## src/rtl/regfile_dump_pkg.sv

```systemverilog
// Shared definitions for the register-file dump engine:
// state encodings and register-file geometry.
package regfile_dump_pkg;

    localparam int REG_COUNT = 32;
    localparam int ADDR_W    = 5;
    localparam int DATA_W    = 32;

    typedef enum logic [1:0] {
        IDLE = 2'd0,
        READ = 2'd1,
        HOLD = 2'd2,
        DONE = 2'd3
    } state_t;

endpackage

```

## src/rtl/regfile_dump_if.sv

```systemverilog
// Valid/ready word stream from the dump engine to its consumer.
// The master drives the captured word and the slave accepts it.
interface regfile_dump_if;
    import regfile_dump_pkg::*;

    logic              out_valid;
    logic              out_ready;
    logic [ADDR_W-1:0] out_addr;
    logic [DATA_W-1:0] out_data;

    modport master (
        output out_valid,
        output out_addr,
        output out_data,
        input  out_ready
    );

    modport slave (
        input  out_valid,
        input  out_addr,
        input  out_data,
        output out_ready
    );

endinterface

```

## src/rtl/regfile_dump.sv

```systemverilog
// Walks register-file indices FIRST_REG..LAST_REG through a read port
// and streams each captured word out over a valid/ready handshake.
module regfile_dump
    import regfile_dump_pkg::*;
#(
    parameter int FIRST_REG = 0,
    parameter int LAST_REG  = 31
) (
    input  logic              clk,
    input  logic              rst,
    input  logic              start,
    input  logic              abort,
    output logic [ADDR_W-1:0] raddr,
    input  logic [DATA_W-1:0] rdata,
    regfile_dump_if.master    bus,
    output logic              busy,
    output logic              done
);

    localparam logic [ADDR_W-1:0] FIRST_A = ADDR_W'(FIRST_REG);
    localparam logic [ADDR_W-1:0] LAST_A  = ADDR_W'(LAST_REG);

    state_t            state_q, state_d;
    logic [ADDR_W-1:0] raddr_q, raddr_d;
    logic              valid_q, valid_d;
    logic [ADDR_W-1:0] addr_q,  addr_d;
    logic [DATA_W-1:0] data_q,  data_d;
    logic              xfer;

    assign xfer = valid_q & bus.out_ready;

    always_ff @(posedge clk) begin
        if (rst) begin
            state_q <= IDLE;
            raddr_q <= '0;
            valid_q <= 1'b0;
            addr_q  <= '0;
            data_q  <= '0;
        end else begin
            state_q <= state_d;
            raddr_q <= raddr_d;
            valid_q <= valid_d;
            addr_q  <= addr_d;
            data_q  <= data_d;
        end
    end

    always_comb begin
        state_d = state_q;
        raddr_d = raddr_q;
        valid_d = valid_q;
        addr_d  = addr_q;
        data_d  = data_q;
        unique case (state_q)
            IDLE: begin
                if (start && !abort) begin
                    state_d = READ;
                    raddr_d = FIRST_A;
                end
            end
            READ: begin
                state_d = HOLD;
                valid_d = 1'b1;
                addr_d  = raddr_q;
                data_d  = rdata;
            end
            HOLD: begin
                if (xfer) begin
                    valid_d = 1'b0;
                    // Stop at the last index; raddr never runs past it.
                    if (addr_q == LAST_A) begin
                        state_d = DONE;
                    end else begin
                        state_d = READ;
                        raddr_d = raddr_q + ADDR_W'(1);
                    end
                end
            end
            DONE: state_d = IDLE;
            default: state_d = IDLE;
        endcase
        if (abort && state_q != IDLE) begin
            state_d = IDLE;
            valid_d = 1'b0;
        end
    end

    assign raddr         = raddr_q;
    assign bus.out_valid = valid_q;
    assign bus.out_addr  = addr_q;
    assign bus.out_data  = data_q;
    assign busy          = (state_q != IDLE);
    assign done          = (state_q == DONE);

endmodule

```

## src/flat_wrapper.sv

```systemverilog
// flat-port wrapper written by rule: the top's interface ports become plain ports
module regfile_dump_flat import regfile_dump_pkg::*;
#(
    parameter int FIRST_REG = 0,
    parameter int LAST_REG  = 31
)
  (clk, rst, start, abort, raddr, rdata, busy, done, bus_out_valid, bus_out_addr, bus_out_data, bus_out_ready);
  regfile_dump_if bus_i ();
  input  logic clk;
  input  logic rst;
  input  logic start;
  input  logic abort;
  output logic [ADDR_W-1:0] raddr;
  input  logic [DATA_W-1:0] rdata;
  output logic busy;
  output logic done;
  output wire logic [$bits(bus_i.out_valid)-1:0] bus_out_valid;
  output wire logic [$bits(bus_i.out_addr)-1:0] bus_out_addr;
  output wire logic [$bits(bus_i.out_data)-1:0] bus_out_data;
  input wire logic [$bits(bus_i.out_ready)-1:0] bus_out_ready;
  assign bus_out_valid = bus_i.out_valid;
  assign bus_out_addr = bus_i.out_addr;
  assign bus_out_data = bus_i.out_data;
  assign bus_i.out_ready = bus_out_ready;
  regfile_dump #(.FIRST_REG(FIRST_REG), .LAST_REG(LAST_REG)) u_core (.clk(clk), .rst(rst), .start(start), .abort(abort), .raddr(raddr), .rdata(rdata), .bus(bus_i), .busy(busy), .done(done));
endmodule
```

## config.mk

```make
export PLATFORM = sky130hd
export DESIGN_NAME = regfile_dump_flat
export DESIGN_NICKNAME = d
export VERILOG_FILES = /design/src/rtl/regfile_dump_pkg.sv /design/src/rtl/regfile_dump_if.sv /design/src/rtl/regfile_dump.sv /design/src/flat_wrapper.sv
export SDC_FILE = /design/constraint.sdc
export NUM_CORES = 1
export LEC_CHECK = 0
export CORE_MARGIN = 1.5
export CORE_UTILIZATION = 36
export DETAILED_ROUTE_END_ITERATION = 8
export GPL_ROUTABILITY_DRIVEN = 1
export PLACE_DENSITY = 0.75
export REMOVE_ABC_BUFFERS = 1
export SLEW_MARGIN = 25
export SYNTH_ARGS = -nofsm -noshare
export SYNTH_HDL_FRONTEND = slang
export SYNTH_SLANG_ARGS = --single-unit
```

## constraint.sdc

```tcl
create_clock -name clk -period 1.37 [get_ports clk]
set_clock_uncertainty 0.05 [all_clocks]
set_input_delay 0.137 -clock clk [delete_from_list [all_inputs] [get_ports clk]]
set_output_delay 0.137 -clock clk [all_outputs]
set_load 0.01 [all_outputs]
```

==> results of run 1 <==
layer usage:
metal / wire, microns / global-route usage (%) / part of all wire (%) / vias up
met5: 0 / 0 / 0 / -
met1: 2172 / 21.13 / 45 / 815
met2: 2350 / 32.82 / 48 / 55
li1: - / - / - / 919
met3: 275 / 4.722 / 5.6 / 7
met4: 71 / 6.918 / 1.5 / 0
power groups by stage:
stage	Sequential [mW]	Clock [mW]	Combinational (mW)
2_1_floorplan	1.41	0	0.0786
3_3_place_gp	1.39	0	0.342
3_5_place_dp	1.39	0	0.346
4_1_cts	1.36	0.813	0.351
5_1_grt	1.36	0.859	0.372
6_report	1.36	0.779	0.343
worst min-delay path by stage:
stage	startpoint	endpoint	cells after the start
after floorplan	rst	u_core.bus.out_addr[0]$_SDFFE_PP0P_	1
after global placement	u_core.bus.out_data[7]$_SDFFE_PP0P_	u_core.bus.out_data[7]$_SDFFE_PP0P_	2
after detailed placement	u_core.bus.out_data[11]$_SDFFE_PP0P_	u_core.bus.out_data[11]$_SDFFE_PP0P_	2
after CTS	rdata[15]	u_core.bus.out_data[15]$_SDFFE_PP0P_	3
after global routing	rdata[19]	u_core.bus.out_data[19]$_SDFFE_PP0P_	3
final	rdata[15]	u_core.bus.out_data[15]$_SDFFE_PP0P_	3
per-stage QoR:
step	setup TNS, ps	instance area [sq um]
global placement	-937.1	2734
CTS	-23.01	2848
floorplan	-26350	1670
finish	-203.0	2925
global route	-455.6	2925
detailed placement	-1150	2734
sequential cells by signal, indices dropped and copies added (netlist names):
register              cells
u_core.bus.out_data      32
u_core.bus.out_addr       5
u_core.raddr              5
u_core.state_q            2
u_core.bus.out_valid      1
placed cells by master, fill, tap and decap left out, types with 2 or more instances in the layout:
master,Yosys,routed
dfxtp_2,0,3
a21oi_1,39,39
clkbuf_8,0,5
nand2b_1,6,5
clkbuf_1,7,2
nor2_1,2,2
dlygate4sd2_1,0,20
a21o_1,2,2
dfxtp_1,45,40
dfxtp_4,0,2
a31oi_1,4,4
buf_12,0,2
nand3_1,4,4
nand2_1,79,79
clkdlybuf4s50_1,0,36
dlymetal6s2s_1,0,23
buf_4,0,24
nand4_1,3,3
synthesized netlist by cell type:
master,n
nor2_1,2
and4_1,1
and2_1,1
a211o_1,1
nand2_1,79
or2_2,1
nand3b_1,1
a31oi_1,4
a211oi_1,1
a2111oi_0,1
nand3_1,4
a211oi_2,1
a21oi_1,39
clkbuf_1,7
buf_6,1
nand2b_1,6
nand4_1,3
a21o_1,2
mux2_2,1
buf_1,2
o32ai_2,1
a41oi_1,2
a31o_2,1
nor2b_1,2
ha_1,1
buf_2,5
or3b_1,1
dfxtp_1,45
kinds of logic after synthesis:
family | share of synthesized area, %
AOI/OAI and AO/OA | 18.12
adders and majority gates | 0.7188
buffers and inverters | 4.026
DFF | 51.76
muxes | 0.6470
and+or+nand+nor | 24.73
repair_timing:
item / 4_1_cts / 5_1_grt
pin swaps: 3 / 1
endpoints found under the setup margin: 27 / 30
gates resized for setup: 38 / 27
buffers inserted: 3 / 2
layout make-up:
class,count,area (sq um)
Tap cell,54,67.56
Clock buffer,7,76.32
Clock inverter,1,7.507
Fill cell,426,1767
Sequential cell,45,912.1
Timing Repair Buffer,107,1060
Multi-Input combinational cell,156,802.0
worst register-to-register path: stages (launching register included):
cell      delay, ps
dfxtp_4         370
or3b_4          390
a211oi_4        210
buf_4           160
a41oi_2         100
a31oi_1         140
==> results.sh, run 1 <==
export IMPL_ant_nets=0
export IMPL_nNetsFinal=353
export IMPL_timing_fmax_mhz=673.6
export IMPL_insertion_delay_ps=290
export IMPL_die_area_sq_um=5261
export IMPL_grt_ovfl_total=0
export IMPL_via_per_inst=4.854
export IMPL_cts_hold_buf=0
export IMPL_layout_drive_gt1_share_pct=15.51
export IMPL_drt_iter0_drc=75
export IMPL_irDropWorstVdd_mv=0.6143
export IMPL_cap_violations=0
export IMPL_maxSlewViolCount=0
export IMPL_synth_warnings=0
export IMPL_critPathMaxFanout=5
export IMPL_dp_hpwl_mm=3.300
export IMPL_status="finished with violations"
export IMPL_start_util_pct=37.09
export IMPL_cts_sinks=45
export IMPL_wl_per_cell_microns=13.16
export IMPL_slowest_stage="or3b_4"
export IMPL_ios=82
export IMPL_crit_type="reg -> reg"
export IMPL_avgSynthCellArea_sq_um=8.057
export IMPL_drt_total_wl_mm=4.869
export IMPL_synth_seq_area_share_pct=51.76
export IMPL_max_slew_margin_rel_pct=70.18
export IMPL_cp_num_buf_inv=1
export IMPL_cts_buffers=5
export IMPL_period_share_pct=108.4
export IMPL_synth_top_area_share_pct=51.76
export IMPL_die_x_microns=72.53
export IMPL_grt_max_degree=46
export IMPL_num_vias=1796
export IMPL_reg2reg_depth=5
export IMPL_sw_frac_of_total_pct=23.33
export IMPL_cp_end_kind="flip-flop"
export IMPL_path_delay_family="compound AO/OA/AOI/OAI gates"
export IMPL_core_area_sq_um=4692
export IMPL_total_power_mw=2.480
export IMPL_placed_cells=357
export IMPL_r2r_slack_ps=-110
export IMPL_cp_arrival_ps=1660
export IMPL_synthTopCellsByArea="dfxtp_1 52%, nand2_1 17%, a21oi_1 11%, nand2b_1 2.2%, clkbuf_1 1.5%"
export IMPL_cpPeakStageDelay_ps=390
export IMPL_grt_pass1_wl_mm=7.514
export IMPL_fp_row_count=25
export IMPL_place_congestion=0.8247
export IMPL_worstPathCellList="or3b_4, a211oi_4, buf_4, a41oi_2, a31oi_1"
export IMPL_clk_path_buf_depth=2
export IMPL_hold_violations=0
export IMPL_netlist_instances=216
export IMPL_violations="negative setup slack"
export IMPL_final_cells=370
export IMPL_critPathLaunchType="flip-flop"
export IMPL_path_clk_slew_ps=80
export IMPL_grt_usage_pct=18.44
export IMPL_syn_to_final_growth_pct=68.08
export IMPL_tightest_slew_ps=447.3
export IMPL_utilization_pct=62.35
export IMPL_yosys_area_top_type="dfxtp_1"
export IMPL_hold_ws_ps=335.2
export IMPL_crit_required_ps=1540
export IMPL_cp_num_cells=5
export IMPL_p_per_area_nw_per_um2=847.8
export IMPL_reg2reg_to="u_core.raddr[3]$_SDFFE_PP0P_"
export IMPL_clock_root_buffer="clkbuf_8"
export IMPL_setup_violations=3
export IMPL_port_buffers=81
export IMPL_antenna_diode_count=0
export IMPL_yosysUniqueCellTypes=28
export IMPL_p_sw_mw=0.5785
export IMPL_antenna_found_initial=0
export IMPL_power_frac_clock_pct=31.4
export IMPL_combPwrFrac_pct=13.8
export IMPL_min_path_type="in -> reg"
export IMPL_fp_dieH_microns=72.53
export IMPL_power_frac_seq_pct=54.8
export IMPL_r2r_start="u_core.state_q[1]$_SDFFE_PP0P_"
export IMPL_power_internal_mw=1.902
export IMPL_drc=0
export IMPL_leakage_nw=1.536
export IMPL_syn_area_sq_um=1740
export IMPL_crit_start="u_core.state_q[1]$_SDFFE_PP0P_"
export IMPL_cp_endpoint="u_core.raddr[3]$_SDFFE_PP0P_"
export IMPL_ys_ff_latch=45
export IMPL_ctsHtreeMaxLevel=2
export IMPL_rsz0062_at_grt="yes"
export IMPL_drtPass1Iterations=4
export IMPL_post_place_ws_ps=-275.7
export IMPL_cts_tree="yes"
export IMPL_layout_min_cycle_time_ps=1485
export IMPL_grt_pass1_vias=1731
export IMPL_setup_slack_ps=-114.6
No activity file was read; power rests on OpenSTA's default activity.
==> inputs of run 2 (changes only) <==
==> constraint.sdc (replaced) <==
create_clock -name clk -period 1.37 [get_ports clk]
set_clock_uncertainty 0.05 [all_clocks]
set_input_delay 0.137 -clock clk [delete_from_list [all_inputs] [get_ports clk]]
set_output_delay 0.137 -clock clk [all_outputs]
set_load 0.05 [all_outputs]
==> results.sh, run 2 (synthesis gave the netlist of run 1 again) <==
export IMPL_status="finished with violations"
export IMPL_violations="negative setup slack"
export IMPL_port_buffers=81
export IMPL_timing_fmax_mhz=701.1
export IMPL_hp_start="rdata[15]"
export IMPL_holdPathStages=3
export IMPL_num_vias=1891
export IMPL_grt_pass1_wl_mm=7.714
export IMPL_r2r_start="u_core.state_q[1]$_SDFFE_PP0P_"
export IMPL_crit_required_ps=1540
export IMPL_cts_hold_buf=0
export IMPL_antenna_diode_count=0
export IMPL_start_util_pct=37.09
export IMPL_hold_violations=0
export IMPL_via_per_inst=5.125
export IMPL_critPathMaxFanout=5
export IMPL_drtPass1Iterations=4
export IMPL_antenna_found_initial=0
export IMPL_grt_usage_pct=18.97
export IMPL_p_sw_mw=0.7320
export IMPL_cts_buffers=5
export IMPL_tightest_slew_ps=457.0
export IMPL_ant_nets=0
export IMPL_core_area_sq_um=4692
export IMPL_power_frac_seq_pct=46.5
export IMPL_grt_max_degree=46
export IMPL_path_delay_family="compound AO/OA/AOI/OAI gates"
export IMPL_ios=82
export IMPL_die_area_sq_um=5261
export IMPL_drt_iter0_drc=73
export IMPL_combPwrFrac_pct=18.6
export IMPL_maxSlewViolCount=0
export IMPL_clock_root_buffer="clkbuf_8"
export IMPL_rsz0062_at_grt="yes"
export IMPL_period_share_pct=104.1
export IMPL_crit_type="reg -> reg"
export IMPL_power_frac_clock_pct=34.9
export IMPL_worstPathCellList="or3b_4, a211oi_4, a41oi_1, a31oi_1"
export IMPL_setup_violations=4
export IMPL_cp_arrival_ps=1600
export IMPL_hold_ws_ps=328.9
export IMPL_die_x_microns=72.53
export IMPL_cts_sinks=45
export IMPL_largest_reg_flops=32
export IMPL_fill_cells=329
export IMPL_cpPeakStageDelay_ps=400
export IMPL_grt_ovfl_total=0
export IMPL_setup_slack_ps=-56.27
export IMPL_layout_min_cycle_time_ps=1426
export IMPL_fp_row_count=25
export IMPL_final_common_cell="nand2_1"
export IMPL_layout_drive_gt1_share_pct=28.25
export IMPL_clk_path_buf_depth=2
export IMPL_cap_violations=0
export IMPL_nNetsFinal=352
export IMPL_cp_num_buf_inv=0
export IMPL_mostFrequentLayoutCells="79 x nand2_1, 47 x buf_12, 43 x dfxtp_1, 39 x a21oi_1, 36 x clkdlybuf4s50_1"
export IMPL_fp_dieH_microns=72.53
export IMPL_dp_hpwl_mm=3.476
export IMPL_power_internal_mw=2.233
export IMPL_insertion_delay_ps=300
export IMPL_placed_cells=359
export IMPL_path_clk_slew_ps=80
export IMPL_critPathLaunchType="flip-flop"
export IMPL_ctsHtreeMaxLevel=2
export IMPL_final_cells=369
export IMPL_cts_tree="yes"
export IMPL_p_per_area_nw_per_um2=873.7
export IMPL_min_path_type="in -> reg"
export IMPL_leakage_nw=1.266
export IMPL_wl_per_cell_microns=13.93
export IMPL_r2r_slack_ps=-60
export IMPL_cp_end_kind="flip-flop"
export IMPL_sw_frac_of_total_pct=24.69
export IMPL_place_congestion=0.8761
export IMPL_max_slew_margin_rel_pct=69.53
export IMPL_irDropWorstVdd_mv=0.6694
export IMPL_reg2reg_depth=4
export IMPL_min_to="u_core.bus.out_data[15]$_SDFFE_PP0P_"
export IMPL_grt_pass1_vias=1679
export IMPL_slowest_stage="or3b_4"
export IMPL_drc=0
export IMPL_reg2reg_to="u_core.raddr[3]$_SDFFE_PP0P_"
export IMPL_drt_total_wl_mm=5.141
export IMPL_syn_to_final_growth_pct=94.97
run 2: cell count changes in the layout (fill, tap and decap cells not counted), moves of 2 or more:
cell | before | now
dfxtp_1 | 40 | 43
dlygate4sd2_1 | 20 | 0
buf_12 | 2 | 47
dfxtp_2 | 3 | 1
buf_4 | 24 | 21
dlymetal6s2s_1 | 23 | 0
run 2: area by class of cell:
class                      instances  area [sq um]  share of cell area [%]
timing repair buffer             106          1495                   44.06
sequential                        45         905.9                   26.70
multi-input combinational        156         808.3                   23.82
clock buffer                       7         86.33                   2.544
tap                               54         67.56                   1.991
clock inverter                     1         30.03                  0.8850
run 2: timing repair:
action,4_1_cts,5_1_grt
setup buffers,0,1
gates resized for setup,2,10
endpoints found under the setup margin,7,10
pin swaps,3,2
gates cloned,0,1
run 2: layer usage:
metal	vias to the layer above	global-route usage, %	wire [microns]
li1	918	-	-
met1	886	24.09	2190
met2	75	30.68	2534
met3	12	5.000	316
met4	0	7.547	99
met5	-	0	0
run 2: how the worst max path moves through the flow:
stage | cells past startpoint | slack, ps | from | end
finish | 4 | -60 | u_core.state_q[1]$_SDFFE_PP0P_ | u_core.raddr[3]$_SDFFE_PP0P_
global route | 4 | -150 | u_core.state_q[1]$_SDFFE_PP0P_ | u_core.raddr[3]$_SDFFE_PP0P_
CTS | 4 | -60 | u_core.state_q[1]$_SDFFE_PP0P_ | u_core.raddr[3]$_SDFFE_PP0P_
detailed placement | 5 | -320 | rst | u_core.raddr[3]$_SDFFE_PP0P_
global placement | 5 | -230 | rst | u_core.raddr[3]$_SDFFE_PP0P_
floorplan | 3 | -700 | u_core.state_q[0]$_SDFFE_PP0P_ | u_core.bus.out_addr[0]$_SDFFE_PP0P_
run 2: worst min-delay path: stages:
cell and delay (ps):
clkdlybuf4s50_1 400, nand2_1 50, a21oi_1 50
run 2: power by group through the flow:
stage / registers, mW / logic, mW / clock network, mW
after detailed placement: 1.41 / 0.533 / 0
after global routing: 1.38 / 0.582 / 1.12
final: 1.38 / 0.552 / 1.03
after global placement: 1.41 / 0.529 / 0
after floorplan: 1.51 / 0.0848 / 0
after CTS: 1.38 / 0.536 / 1.04
run 2: stage by stage:
step           setup slack [ps]  util (%)  total power [mW]  TNS [ps]  cell area, sq um
6_report                 -56.27     72.32             2.965    -154.2              3393
3_5_place_dp             -315.9     68.19             1.943     -1028              3199
4_1_cts                  -61.39     70.75             2.960    -109.3              3319
5_1_grt                  -148.3     72.32             3.086    -613.4              3393
2_1_floorplan            -700.5         -             1.598    -27000              1670
3_3_place_gp             -226.2     68.19             1.937    -874.5              3199
